<file path="config.mk">
export PLATFORM = sky130hd
export DESIGN_NAME = usadd_multi
export DESIGN_NICKNAME = d
export VERILOG_FILES = /design/src/rtl/usadd_pkg.sv /design/src/rtl/usadd_popcount.sv /design/src/rtl/usadd_multi.sv
export SDC_FILE = /design/constraint.sdc
export NUM_CORES = 1
export LEC_CHECK = 0
export ABC_CLOCK_PERIOD_IN_PS = 4400
export CAP_MARGIN = 40
export CORE_ASPECT_RATIO = 0.75
export CORE_MARGIN = 3
export CORE_UTILIZATION = 45
export DETAILED_ROUTE_END_ITERATION = 8
export HOLD_SLACK_MARGIN = 0.08
export PLACE_DENSITY = 0.73
export SLEW_MARGIN = 20
export SYNTH_ARGS = -nofsm -noshare
export SYNTH_HDL_FRONTEND = slang
export SYNTH_HIERARCHICAL = 1
export SYNTH_SLANG_ARGS = --single-unit
</file>
<file path="constraint.sdc">
create_clock -name iClk -period 4.4 [get_ports iClk]
set_input_delay 0.88 -clock iClk [delete_from_list [all_inputs] [get_ports iClk]]
set_output_delay 0.88 -clock iClk [all_outputs]
set_load 0.01 [all_outputs]
</file>
<file path="src/rtl/usadd_pkg.sv">
// Shared sizing helpers for the stochastic scaled adder.
// Widths are derived from NUM_IN so any channel count (not only powers of two) works.
package usadd_pkg;

    function automatic int unsigned clog2(input int unsigned v);
        int unsigned r;
        r = 0;
        for (int unsigned i = 0; i < 32; i++) begin
            if ((64'd1 << i) < 64'(v)) r = i + 1;
        end
        return r;
    endfunction

    // Accumulator width: residue (< NUM_IN) plus a popcount (<= NUM_IN) must fit.
    function automatic int unsigned acc_w(input int unsigned num_in);
        return clog2(2 * num_in);
    endfunction

    function automatic int unsigned pc_w(input int unsigned num_in);
        return clog2(num_in + 1);
    endfunction

endpackage

</file>
<file path="src/rtl/usadd_popcount.sv">
// Stage 1 of the scaled adder: registered popcount of the masked input bits.
// Idle or cleared cycles register a zero count so the accumulator sees no stale data.
module usadd_popcount
    import usadd_pkg::*;
#(
    parameter int unsigned NUM_IN = 4,
    localparam int unsigned PCW = pc_w(NUM_IN)
) (
    input  logic              iClk,
    input  logic              iRstN,
    input  logic              iClr,
    input  logic              iEn,
    input  logic [NUM_IN-1:0] iA,
    input  logic [NUM_IN-1:0] iMask,
    output logic [PCW-1:0]    oPc,
    output logic              oV
);

    logic [NUM_IN-1:0] masked;
    logic [PCW-1:0]    pc_d, pc_q;
    logic              v_d, v_q;

    always_comb begin
        masked = iA & iMask;
        pc_d   = '0;
        for (int unsigned i = 0; i < NUM_IN; i++) begin
            pc_d = pc_d + PCW'(masked[i]);
        end
        if (!iEn || iClr) pc_d = '0;
        v_d = iEn & ~iClr;
    end

    always_ff @(posedge iClk or negedge iRstN) begin
        if (!iRstN) begin
            pc_q <= '0;
            v_q  <= 1'b0;
        end else begin
            pc_q <= pc_d;
            v_q  <= v_d;
        end
    end

    assign oPc = pc_q;
    assign oV  = v_q;

endmodule

</file>
<file path="src/rtl/usadd_multi.sv">
// N-input scaled adder for stochastic bitstreams: oC = sum(iA & iMask) / NUM_IN,
// with a windowed ones-counter giving a binary estimate of the output stream.
module usadd_multi
    import usadd_pkg::*;
#(
    parameter int unsigned NUM_IN = 4,
    parameter int unsigned CNTW   = 8
) (
    input  logic              iClk,
    input  logic              iRstN,
    input  logic              iClr,
    input  logic              iEn,
    input  logic [NUM_IN-1:0] iA,
    input  logic [NUM_IN-1:0] iMask,
    output logic              oC,
    output logic              oValid,
    output logic [CNTW:0]     oCnt,
    output logic              oDone
);

    localparam int unsigned ACC_W = acc_w(NUM_IN);
    localparam int unsigned PCW   = pc_w(NUM_IN);
    localparam int unsigned OW    = CNTW + 1;
    localparam logic [ACC_W-1:0] DIV = ACC_W'(NUM_IN);

    logic [PCW-1:0]   pc;
    logic             v1;
    logic [ACC_W-1:0] sum;

    logic [ACC_W-1:0] acc_d, acc_q;
    logic             c_d, c_q;
    logic             valid_d, valid_q;
    logic [CNTW-1:0]  win_d, win_q;
    logic [OW-1:0]    ones_d, ones_q;
    logic [OW-1:0]    cnt_d, cnt_q;
    logic             done_d, done_q;

    usadd_popcount #(
        .NUM_IN (NUM_IN)
    ) u_popcount (
        .iClk  (iClk),
        .iRstN (iRstN),
        .iClr  (iClr),
        .iEn   (iEn),
        .iA    (iA),
        .iMask (iMask),
        .oPc   (pc),
        .oV    (v1)
    );

    always_comb begin
        sum     = acc_q + ACC_W'(pc);
        acc_d   = acc_q;
        c_d     = 1'b0;
        valid_d = 1'b0;
        win_d   = win_q;
        ones_d  = ones_q;
        cnt_d   = cnt_q;
        done_d  = 1'b0;

        if (v1) begin
            valid_d = 1'b1;
            if (sum >= DIV) begin
                c_d   = 1'b1;
                acc_d = sum - DIV;
            end else begin
                acc_d = sum;
            end
        end

        // Window bookkeeping runs on the registered output, one cycle behind oC.
        if (valid_q) begin
            win_d = win_q + CNTW'(1);
            if (win_q == '1) begin
                cnt_d  = ones_q + OW'(c_q);
                done_d = 1'b1;
                ones_d = '0;
            end else begin
                ones_d = ones_q + OW'(c_q);
            end
        end

        if (iClr) begin
            acc_d   = '0;
            c_d     = 1'b0;
            valid_d = 1'b0;
            win_d   = '0;
            ones_d  = '0;
            cnt_d   = '0;
            done_d  = 1'b0;
        end
    end

    always_ff @(posedge iClk or negedge iRstN) begin
        if (!iRstN) begin
            acc_q   <= '0;
            c_q     <= 1'b0;
            valid_q <= 1'b0;
            win_q   <= '0;
            ones_q  <= '0;
            cnt_q   <= '0;
            done_q  <= 1'b0;
        end else begin
            acc_q   <= acc_d;
            c_q     <= c_d;
            valid_q <= valid_d;
            win_q   <= win_d;
            ones_q  <= ones_d;
            cnt_q   <= cnt_d;
            done_q  <= done_d;
        end
    end

    assign oC     = c_q;
    assign oValid = valid_q;
    assign oCnt   = cnt_q;
    assign oDone  = done_q;

endmodule

</file>
After elaboration in Yosys (flattened, before gate mapping)
Index checks and enable logic that the tools add are counted.
{"block": "word_totals", "word_cells": 47, "register_bits": 36}
{"block": "op_classes", "reduce_logical": 6, "addsub": 7, "eq_ne": 1, "n_mux": 20, "bitwise_logic": 3, "n_lt_le_gt_ge": 1}
{"op": "9-bit two-way mux", "count": 6}
{"op": "8-bit two-way mux", "count": 2}
{"op": "3-bit two-way mux", "count": 4}
{"op": "9-bit by 1-bit adder with 9-bit output", "count": 1}
{"op": "8-bit by 1-bit adder with 8-bit output (second input constant)", "count": 1}
{"op": "8-bit equality test (second input constant)", "count": 1}
{"op": "1-bit two-way mux", "count": 8}
{"op": "3-bit by 1-bit adder with 3-bit output", "count": 2}
{"op": "2-bit nonzero test", "count": 3}
{"op": "4-bit AND", "count": 1}
{"op": "3-bit adder", "count": 1}
{"op": "3-bit >= comparator (second input constant)", "count": 1}
{"op": "3-bit subtractor (second input constant)", "count": 1}
{"op": "1-bit by 1-bit adder with 2-bit output", "count": 1}
{"op": "2-bit AND reduction", "count": 1}
{"op": "1-bit AND", "count": 1}
{"op": "1-bit zero test", "count": 1}
{"op": "1-bit logical OR", "count": 1}
{"op": "1-bit NOT", "count": 1}

Logic depth before layout (Yosys ltp)
Gate-level depths: netlist (run 1).
{"block": "depth", "ltp_word": 5, "depth_mapped": 6, "ltp_nobuf": 6}

Hierarchy
The synthesis (run 1) kept the hierarchy.
{"module": "usadd_multi", "area_each_um2": 1642.8, "cells_each": 155, "n_inst": 1, "seq_area_each_um2": 800.8}
{"module": "usadd_popcount", "area_each_um2": 202.7, "cells_each": 17, "n_inst": 1, "seq_area_each_um2": 100.1}

Worst setup path after synthesis (run 1)
No wires, ideal clock.
{"block": "synth_timing", "path_kind": "in2reg", "from": "input iA[0]", "to": "register u_popcount.pc_q[1] (netlist: u_popcount/oPc[1])", "path_slack_ps": 2200, "path_buffers": 0, "setup_time_ps": 120, "required_time_ps": 4280, "arrival_ps": 2080, "stages": 6, "cell_sequence": "nand2_1 fa_1 inv_1 ha_1 ha_1 and3b_1"}
{"block": "synth_via", "elab_chain_cells": 5}
{"item": "start, declared", "line": "usadd_multi.sv:13", "source": "input logic [NUM_IN-1:0] iA,"}
{"item": "4-bit AND", "line": "usadd_popcount.sv:24", "source": "masked = iA & iMask;"}
{"item": "1-bit by 1-bit adder with 2-bit output", "line": "usadd_popcount.sv:27", "source": "pc_d = pc_d + PCW'(masked[i]);"}
{"item": "3-bit by 1-bit adder with 3-bit output (2 in a row)", "line": "usadd_popcount.sv:27"}
{"item": "3-bit two-way mux", "line": "usadd_popcount.sv:29", "source": "if (!iEn || iClr) pc_d = '0;"}
{"item": "net u_popcount.pc_d[1]", "line": "usadd_popcount.sv:20", "source": "logic [PCW-1:0] pc_d, pc_q;"}
{"item": "end signal, assigned", "line": "usadd_popcount.sv:38", "source": "pc_q <= pc_d;"}
{"item": "end, declared", "line": "usadd_popcount.sv:20"}
The timed path passes the listed nets, and every way through them passes these cells.
A chain may end at the register's enable or synchronous reset.

Worst setup path in the final report (run 1)
{"block": "layout_timing", "from": "register valid_q (netlist: oValid)", "to": "output oValid"}
{"item": "start, declared", "line": "usadd_multi.sv:32", "source": "logic valid_d, valid_q;"}
{"item": "start signal, assigned", "line": "usadd_multi.sv:106", "source": "valid_q <= valid_d;"}
{"item": "end, declared", "line": "usadd_multi.sv:16", "source": "output logic oValid,"}
No word-level cell between the ends.

==> results.md, run 1 <==
- Sequential area share after synthesis: about half
- Mux share of post-synthesis cell area: 3.32%
- Final RePlAce weighted congestion: 0.898
- Min-delay src: u_popcount/oV
- Initial core utilization: 48.5%
- Routed wire length: 3390 um
- Post-Syn Area per Cell: 10.7 um^2
- Worst-Skew Late Latency: 0.29 ns
- Seq. cell area: roughly 900 um^2
- Vias: roughly 1.3k
- Post-CTS Setup Inserts: 0
- Compound-Gate Fraction of Synth Area: a little under a tenth
- Largest net degree at the start of global routing: 37
- CP bufs+invs: 1
- Mapped Nets: around 190
- Share of cells above drive strength 1: 10.1%
- Worst r2r src: oC
- Die height: approximately 61 um
- CP cell instances: clkdlybuf4s50_1
- WP depth: 1
- Buffers on Ports: 23
- Rel. slew slack: 60.1%
- Synth Area in Adders: just over 6%
- CP Max Fanout: 14
- Wire per inst: 13.6 um
- Root Buffer: clkbuf_8
- DR iter-0 viols: 100
- Simple-gate portion of the synthesized area: between 20% and 30%
- Hold_buf cts: 0
- Die width: 79.9 um
- Placed instance area: 2110 um^2
- Post-synth ARST share: 100%
- RSZ-0062 raised after global routing: false
- Tmin final: 2.50 ns
- Post-synth EDFFs: 0
- Post-DRT Antenna Nets: 0
- Post-CTS resize count: 0
- Core area: 3800 um^2
- Leak: 0.981 nW
- Achievable frequency: 401 MHz
- Largest family of logic cells by synthesized area: simple AND/OR/NAND/NOR gates
- Die area: 4910 um^2
- # Max-Cap Violations: 0
- Fin area: 2240 um^2
- Pre-antenna DRT Iters: 4
- End-of-flow core utilization: 58.9%
- Hold endpoint: acc_q[2]
- Global Route Usage Sum: roughly 16%
- Slew @ Worst Pin: 0.596 ns
- Min-delay worst type: register to register
- CTS tree: yes
- Top FF cell, synth: dfrtp_1
- Synthesis-stage register bit count: 36
- Hpwl dp: 2440 um
- Maximum buffer depth of the clock tree: 2
- PwrDens: 308 nW/um^2
- Setup_tns: 0 ns
- Final Hold Fails: 0
- Post-Synth XOR/XNOR Area: 7.12%
- Core Rows: 19
- CTS Buf Count: 5
- Flop-to-flop setup slack: 2.72 ns
- GRT overflow: 0
- First-pass GRT wire length: between 5000 and 6000 um
- Status: completed
- Initial antenna violation count: 0
- Synth Instances: 172
- Multi-input logic area: 865 um^2
- I/O pin cnt: 24
- Slowest Stage Delay on Critical Path: slightly below 0.7 ns
- Layout area overhead: 21.4%
- Clock Skew: between 0.005 and 0.006 ns
- Netlist cell types: 38
- Reg2Reg Depth: 5
- Htree depth: 2
- Slew Limit Fails: 0
- Crit-path slowest cell: dfrtp_1
- Maximum VDD drop: 0.000203 V
- CP endpoint kind: primary output
- Critical path class: register to primary output
- Vias per std cell: between 5 and 6
- WHS Path Cells: 1
- Final setup vio count: 0
- Vias in the first global route: between 1k and 1.5k
- Diodes inserted: 0
- Worst path top cell family by delay: flip-flops
- Clock Pin Slew Worst Setup and Hold Paths: 0.07 ns
- Drc violations: 0
- Startpoint Class: register
- Ys Warns: 6
- Synthesized cell area: 1850 um^2
- CP required: 3.52 ns
- Clock sinks: 36
- # fillers: 330
- R2r endpoint: ones_q[4]
- Tcrit/Tclk final: a little under three fifths
- Final #Nets: around 220
- Worst Path Arrival: roughly 1.6 ns
cell usage in the layout, fill, tap and decap left out, types with 2 or more instances in the layout:
| master | Yosys | layout |
|---|---|---|
| dfrtp_1 | 36 | 36 |
| nor2_1 | 23 | 23 |
| clkdlybuf4s50_1 | 0 | 23 |
| inv_1 | 10 | 10 |
| nand2_1 | 10 | 10 |
| xnor2_1 | 9 | 9 |
| nand3_1 | 8 | 8 |
| clkbuf_8 | 0 | 7 |
| xor2_1 | 6 | 6 |
| a21oi_1 | 6 | 6 |
| ha_1 | 6 | 6 |
| mux2i_1 | 5 | 5 |
| o21ai_0 | 4 | 4 |
| a211oi_1 | 4 | 4 |
| and3_1 | 3 | 3 |
| nand4_1 | 3 | 3 |
| a211oi_2 | 3 | 3 |
| or4_1 | 3 | 3 |
| and3b_1 | 3 | 3 |
| nand4_4 | 2 | 2 |
| nor2b_1 | 2 | 2 |
| and2_1 | 2 | 2 |
| o31ai_1 | 2 | 2 |
| fa_1 | 2 | 2 |
| buf_4 | 0 | 2 |
where the power goes:
group | internal (mW) | total [mW] | switching, mW
Clock | 0.200 | 0.315 | 0.115
Combinational | 0.0171 | 0.0371 | 0.0200
Sequential | 0.334 | 0.338 | 0.00412
per-stage QoR:
step / hold slack [ns] / power, mW / instances / setup slack (ns)
3_5_place_dp: 0.516 / 0.383 / 242 / 1.67
3_3_place_gp: 0.494 / 0.381 / 242 / 1.72
5_1_grt: 0.567 / 0.716 / 250 / 1.84
2_1_floorplan: 0.472 / 0.359 / 172 / 2.20
4_1_cts: 0.526 / 0.698 / 250 / 1.88
6_report: 0.518 / 0.691 / 250 / 1.90
sequential cells by signal (all words and copies together) (netlist names):
signal          cells
oDone               1
win_q               8
u_popcount/oPc      3
ones_q              9
oC                  1
acc_q               3
oCnt                9
u_popcount/oV       1
oValid              1
cells by family (layout without fill, tap and decap cells):
group | Yosys count | after routing
AOI/OAI and AO/OA | 24 | 24
xor gates and xnor gates | 15 | 15
adders and majority gates | 8 | 8
buffers and inverters | 17 | 43
DFF | 36 | 36
muxes | 6 | 6
and+or+nand+nor | 66 | 66
worst max path at each step:
| stage | startpoint | endpoint | slack, ns |
|---|---|---|---|
| floorplan | iA[0] | u_popcount/oPc[1] | 2.20 |
| CTS | oValid | oValid | 1.88 |
| finish | oValid | oValid | 1.90 |
| global placement | iA[0] | u_popcount/oPc[1] | 1.72 |
| detailed placement | iMask[0] | u_popcount/oPc[1] | 1.67 |
| global route | oValid | oValid | 1.84 |
synthesized netlist by cell type (2+ instances only):
cell	instances	area [um^2]
o21ai_0	4	20.0
nand4_4	2	42.5
nand2_1	10	37.5
a211oi_2	3	37.5
nand4_1	3	18.8
nor2b_1	2	12.5
and3b_1	3	26.3
a21oi_1	6	30.0
dfrtp_1	36	901
a211oi_1	4	30.0
fa_1	2	40.0
or4_1	3	22.5
mux2i_1	5	50.1
and3_1	3	18.8
buf_2	4	20.0
xor2_1	6	52.6
ha_1	6	75.1
o31ai_1	2	15.0
nor2_1	23	86.3
and2_1	2	12.5
xnor2_1	9	78.8
nand3_1	8	40.0
buf_1	2	7.51
inv_1	10	37.5
cell type report:
class | instances | area share, %
clock buffer | 7 | 4.30
clock inverter | 1 | 1.34
inverter | 10 | 1.68
multi-input combinational | 119 | 38.6
sequential | 36 | 40.2
tap | 52 | 2.91
timing repair buffer | 25 | 10.9
routing by layer:
| metal | vias to the layer above | track usage [%] | routed length [um] |
|---|---|---|---|
| met2 | 32 | 25.8 | 1580 |
| met1 | 654 | 19.7 | 1570 |
| met4 | 0 | 8.92 | 72 |
| met3 | 7 | 4.53 | 165 |
| li1 | 638 | - | - |
| met5 | - | 0 | 0 |
worst register-to-register path, stage by stage, from the launching register on:
cell     delay [ns]
dfrtp_1        0.37
ha_1           0.20
ha_1           0.31
nand3_1        0.18
or4_1          0.44
o31ai_1        0.08
(Power assumes the default switching activity.)
==> run 2, diff against run 1 <==
- ABC_CLOCK_PERIOD_IN_PS: 4400 -> 2000
- PLACE_DENSITY: 0.73 -> 0.76
- clock period: 4.4 -> 2 ns (I/O delays scaled with it)
==> results.md, run 2 (synthesis results as in run 1) <==
- Pre-antenna DRT Iters: 4 (unchanged)
- Switching share of power: 22.4% (+2.2 points)
- CTS Buf Count: 5 (unchanged)
- CP required: 2.18 ns (-1.34 ns)
- Hpwl dp: 2510 um (+3.2%)
- Maximum VDD drop: 0.000317 V (+56%)
- Tcrit/Tclk final: 97.3%
- Vias per std cell: 5.38 (+1.1%)
- GRT overflow: 0 (unchanged)
- I/O pin cnt: 24 (unchanged)
- Seq. cell area: 901 um^2 (unchanged)
- Clock network power share: 39.1% (-6.6 points)
- WHS Path Cells: 1 (unchanged)
- WP depth: 7 (+6)
- P_sw: 0.306 mW (+120%)
- GR Util met3: 3.80% (-0.73 points)
- PwrDens: 614 nW/um^2 (+99%)
- Share of cells above drive strength 1: 10.5% (+0.40 points)
- Leak: 0.973 nW (-0.87%)
- CTS tree: yes
- # Max-Cap Violations: 0 (unchanged)
- Vias: 1356 (+1.9%)
- Reg2Reg Depth: 5 (unchanged)
- Final #Nets: 219 (+0.92%)
- CP cell instances: clkdlybuf4s50_1 > nand2_2 > fa_1 > inv_1 > ha_1 > ha_1 > and3b_1
- Critical path class: input port to register
- Most common cell after layout, fill and taps aside: dfrtp_1
- Min-delay worst type: register to register
- Routed wire length: 3450 um (+1.8%)
- Buffers on Ports: 23 (unchanged)
- Met1 Resource Use GR: 19.2% (-0.46 points)
- Layout Cells excl Fill: 252 (+0.80%)
- Int Pwr: 1.06 mW (+92%)
- Status: completed
- DR iter-0 viols: 61 (-39%)
- First-pass GRT wire length: 5780 um (-3.1%)
- Core Rows: 19 (unchanged)
- Sequential power share: 54.5% (+5.5 points)
- Maximum buffer depth of the clock tree: 2 (unchanged)
- CP endpoint kind: register
- Final Hold Fails: 0 (unchanged)
- Multi-input logic area: 867 um^2 (+0.29%)
- Core area: 3800 um^2 (unchanged)
- Crit-path slowest cell: fa_1
- Final setup vio count: 0 (unchanged)
- Slowest Stage Delay on Critical Path: 0.53 ns (-0.16 ns)
- Wire per inst: 13.7 um (+1.0%)
- Htree depth: 2 (unchanged)
- Final RePlAce weighted congestion: 0.850 (-5.3%)
- CP Max Fanout: 1 (-13)
- Global Route Usage Sum: 15.4% (-0.63 points)
- Layout area overhead: 20.3%
- # fillers: 340 (+3.0%)
- CP most frequent cell: ha_1
- Slew Limit Fails: 0 (unchanged)
- Drc violations: 0 (unchanged)
- Diodes inserted: 0 (unchanged)
- Vias in the first global route: 1350 (-1.7%)
- Die height: 61.5 um (unchanged)
- Worst path top cell family by delay: adder cells
- Post-Place Cells: 244 (+0.83%)
- Worst Path Arrival: 2.12 ns (+0.50 ns)
- Post-DRT Antenna Nets: 0 (unchanged)
- Setup_tns: 0 ns (unchanged)
- Die width: 79.9 um (unchanged)
- Achievable frequency: between 500 and 600 MHz
- Combinational power share: 6.4% (+1.0 points)
- Most frequent cells in the layout: dfrtp_1 (36), nor2_1 (23), clkdlybuf4s50_1 (23)
- Worst-Skew Late Latency: 0.28 ns (about the same)
- Initial core utilization: 48.5% (unchanged)
- Grt peak-use layer: met2
- Startpoint Class: input port
- GR Util met2: 25.1% (-0.71 points)
- Clock sinks: 36 (unchanged)
- Slew @ Worst Pin: 0.448 ns (-0.148 ns)
- Tmin final: 1.95 ns
- Die area: 4910 um^2 (unchanged)
- RSZ-0062 raised after global routing: false
- Clock Pin Slew Worst Setup and Hold Paths: 0.07 ns (about the same)
- Root Buffer: clkbuf_8
- Largest net degree at the start of global routing: 37 (unchanged)
- Rel. slew slack: 70.2% (+10 points)
- CP bufs+invs: 2 (+1)
- Initial antenna violation count: 0 (unchanged)
- Clock Skew: 0.00377 ns (-0.00211 ns)
## run 2: power by group through the flow
stage | combinational [mW] | sequential, mW | clock (mW)
after detailed placement | 0.0889 | 0.756 | 0
after CTS | 0.0891 | 0.742 | 0.546
final | 0.0877 | 0.742 | 0.533
after floorplan | 0.0369 | 0.754 | 0
after global routing | 0.0987 | 0.742 | 0.572
after global placement | 0.0852 | 0.756 | 0
## run 2: path summary, 6_finish.rpt
kind	endpoint	slack (ns)	startpoint
worst max-delay path	u_popcount/oPc[1]	0.05	iA[0]
worst min-delay path	acc_q[2]	0.51	u_popcount/oV
worst max register to register	ones_q[4]	0.32	oC
worst min register to register	acc_q[2]	0.51	u_popcount/oV
max in group asynchronous	u_popcount/oPc[1]	1.16	iRstN
min in group asynchronous	oCnt[2]	0.52	iRstN
## run 2: area by class of cell
type / instances / area share (%)
Sequential cell: 36 / 40.6
Multi-Input combinational cell: 119 / 39.0
Timing Repair Buffer: 27 / 11.7
Clock buffer: 8 / 4.06
Tap cell: 52 / 2.93
Inverter: 10 / 1.69
## run 2: metal layers
layer	share of wire (%)	up-vias
li1	-	644
met1	46	662
met2	47	45
met3	5.6	5
met4	1.2	0
met5	0	-
## run 2: what timing repair did
action,4_1_cts,5_1_grt
buffers inserted,0,0
setup endpoints to repair,0,1
hold buffers,0,0
gates resized for setup,0,1
## run 2: stage by stage
step / power [mW] / setup WS, ns / hold slack, ns / utilization [%] / area [um^2]
after global placement: 0.841 / -0.198 / 0.497 / 56.0 / 2130
after CTS: 1.38 / 0.0422 / 0.509 / 58.3 / 2220
after global routing: 1.41 / 0.00809 / 0.554 / 58.4 / 2220
final: 1.36 / 0.0548 / 0.506 / 58.4 / 2220
after floorplan: 0.791 / 0.280 / 0.104 / - / 1850
after detailed placement: 0.845 / -0.257 / 0.499 / 56.0 / 2130
==> run 3, diff against run 2 <==
- CORE_MARGIN: 3 -> 1
==> results.md, run 3 (synthesis results as in run 1) <==
- Status: completed
- Slew @ Worst Pin: 0.439 ns (-0.00843 ns)
- Initial core utilization: 48.8% (+0.31 points)
- CP Max Fanout: 1 (unchanged)
- Power consumption: 1.34 mW (-1.5%)
- CTS tree: yes
- WHS: 0.512 ns (+0.00628 ns)
- Vias per std cell: 5.17 (-3.9%)
- Crit-path slowest cell: fa_1
- Final #Nets: 219 (unchanged)
- First-pass GRT wire length: 5910 um (+2.3%)
- Pre-antenna DRT Iters: 4 (unchanged)
- Tmin final: 1.90 ns (-0.0434 ns)
- PwrDens: 602 nW/um^2 (-1.9%)
- Die width: 75.9 um (-5.0%)
- Final setup vio count: 0 (unchanged)
- Setup_tns: 0 ns (unchanged)
- Die area: 4360 um^2 (-11%)
- Wire per inst: 13.0 um (-4.9%)
- Worst path top cell family by delay: adder cells
- Maximum VDD drop: 0.000368 V (+16%)
- End-of-flow core utilization: 59.0% (+0.63 points)
- Largest net degree at the start of global routing: 37 (unchanged)
- Worst-Skew Late Latency: 0.28 ns (about the same)
- Core Rows: 19 (unchanged)
- Buffers on Ports: 23 (unchanged)
- DR iter-0 viols: 68 (+11%)
- Hpwl dp: 2450 um (-2.7%)
- Slew Limit Fails: 0 (unchanged)
- Most frequent cells in the layout: dfrtp_1 (36), nor2_1 (23), clkdlybuf4s50_1 (21)
- # Max-Cap Violations: 0 (unchanged)
- Leak: 0.990 nW (+1.7%)
- Startpoint Class: input port
- CP bufs+invs: 2 (unchanged)
- Most common cell after layout, fill and taps aside: dfrtp_1
- CP endpoint kind: register
- Root Buffer: clkbuf_8
- Diodes inserted: 0 (unchanged)
- CP cell instances: clkdlybuf4s50_1 > nand2_1 > fa_1 > inv_1 > ha_2 > ha_1 > and3b_1
- CTS Buf Count: 5 (unchanged)
- Clock Skew: 0.00661 ns (+0.00283 ns)
- Achievable frequency: 526 MHz (+2.3%)
- Routed wire length: 3280 um (-4.9%)
- Vias: 1303 (-3.9%)
- Tcrit/Tclk final: 95.1% (-2.2 points)
- CP required: 2.16 ns (-0.02 ns)
- Critical path class: input port to register
- Post-DRT Antenna Nets: 0 (unchanged)
- Slowest Stage Delay on Critical Path: 0.50 ns (-0.03 ns)
- Rel. slew slack: 70.7% (+0.56 points)
- Drc violations: 0 (unchanged)
- Initial antenna violation count: 0 (unchanged)
- Htree depth: 2 (unchanged)
- Global Route Usage Sum: 17.4% (+2.1 points)
- Clock sinks: 36 (unchanged)
- RSZ-0062 raised after global routing: false
- Share of cells above drive strength 1: 11.5% (+1.0 points)
- Core area: 3780 um^2 (-0.62%)
- I/O pin cnt: 24 (unchanged)
- Final Hold Fails: 0 (unchanged)
- Die height: 57.5 um (-6.5%)
- Final RePlAce weighted congestion: 0.857 (+0.80%)
- Min-delay worst type: register to register
- Hold_buf cts: 0 (unchanged)
- Layout area overhead: 20.9%
- Maximum buffer depth of the clock tree: 2 (unchanged)
- Clock Pin Slew Worst Setup and Hold Paths: 0.07 ns (about the same)
- Vias in the first global route: 1323 (-2.0%)
- Worst Path Arrival: 2.07 ns (-0.05 ns)
- GRT overflow: 0 (unchanged)
[run 3: cell count changes in the layout (fill, tap and decap cells not counted), sizes merged]
cell	previous run	this run
clkdlybuf4s50	23	21
dlymetal6s2s	0	2
[run 3: where the power goes]
part / internal [mW] / leakage [nW] / switching (mW)
Clock: 0.281 / 0.0455 / 0.232
Combinational: 0.0404 / 0.444 / 0.0480
Sequential: 0.735 / 0.500 / 0.00605
[run 3: layout make-up]
class	count	area [um^2]
well taps	52	65.1
fillers	323	1550
flip-flops and latches	36	901
clock buffers	8	90.1
inverters	10	37.5
multi-input cells	119	872
repair buffers	27	265
[run 3: path summary, 6_finish.rpt]
check                           cells past startpoint          start  slack, ns           endpoint
worst max-delay path                                7       iMask[1]        0.1  u_popcount/oPc[1]
worst min-delay path                                1  u_popcount/oV       0.51           acc_q[2]
worst max register to register                      5       win_q[0]       0.35          ones_q[3]
worst min register to register                      1  u_popcount/oV       0.51           acc_q[2]
max in group asynchronous                           2          iRstN       1.14          ones_q[5]
min in group asynchronous                           2          iRstN       0.54           win_q[6]
[run 3: repair_timing]
| action | in CTS | in global routing |
|---|---|---|
| resized for setup | 0 | 5 |
| setup endpoints to repair | 0 | 1 |
| setup buffers | 0 | 0 |
[run 3: metrics by stage]
stage                     setup slack [ns]  cell area, um^2  instances
after floorplan                      0.280             1850        172
after global placement              -0.201             2130        244
after detailed placement            -0.250             2130        244
after CTS                           0.0448             2220        252
after global routing               0.00392             2230        252
final                               0.0981             2230        252
[run 3: per-layer routing]
metal	vias up	wire length (um)	GRT usage (%)
met5	-	0	0
met4	0	8	5.49
met3	2	232	5.28
met2	47	1540	28.7
met1	603	1500	22.4
li1	651	-	-
[run 3: worst reg2reg max path, delay by kind of cell (launching register included)]
family | cells | cell delay (ns)
AND/OR/NAND/NOR | 2 | 0.67
flip-flops | 1 | 0.41
adder cells (fa/ha/maj) | 1 | 0.27
AO/OA/AOI/OAI | 2 | 0.20
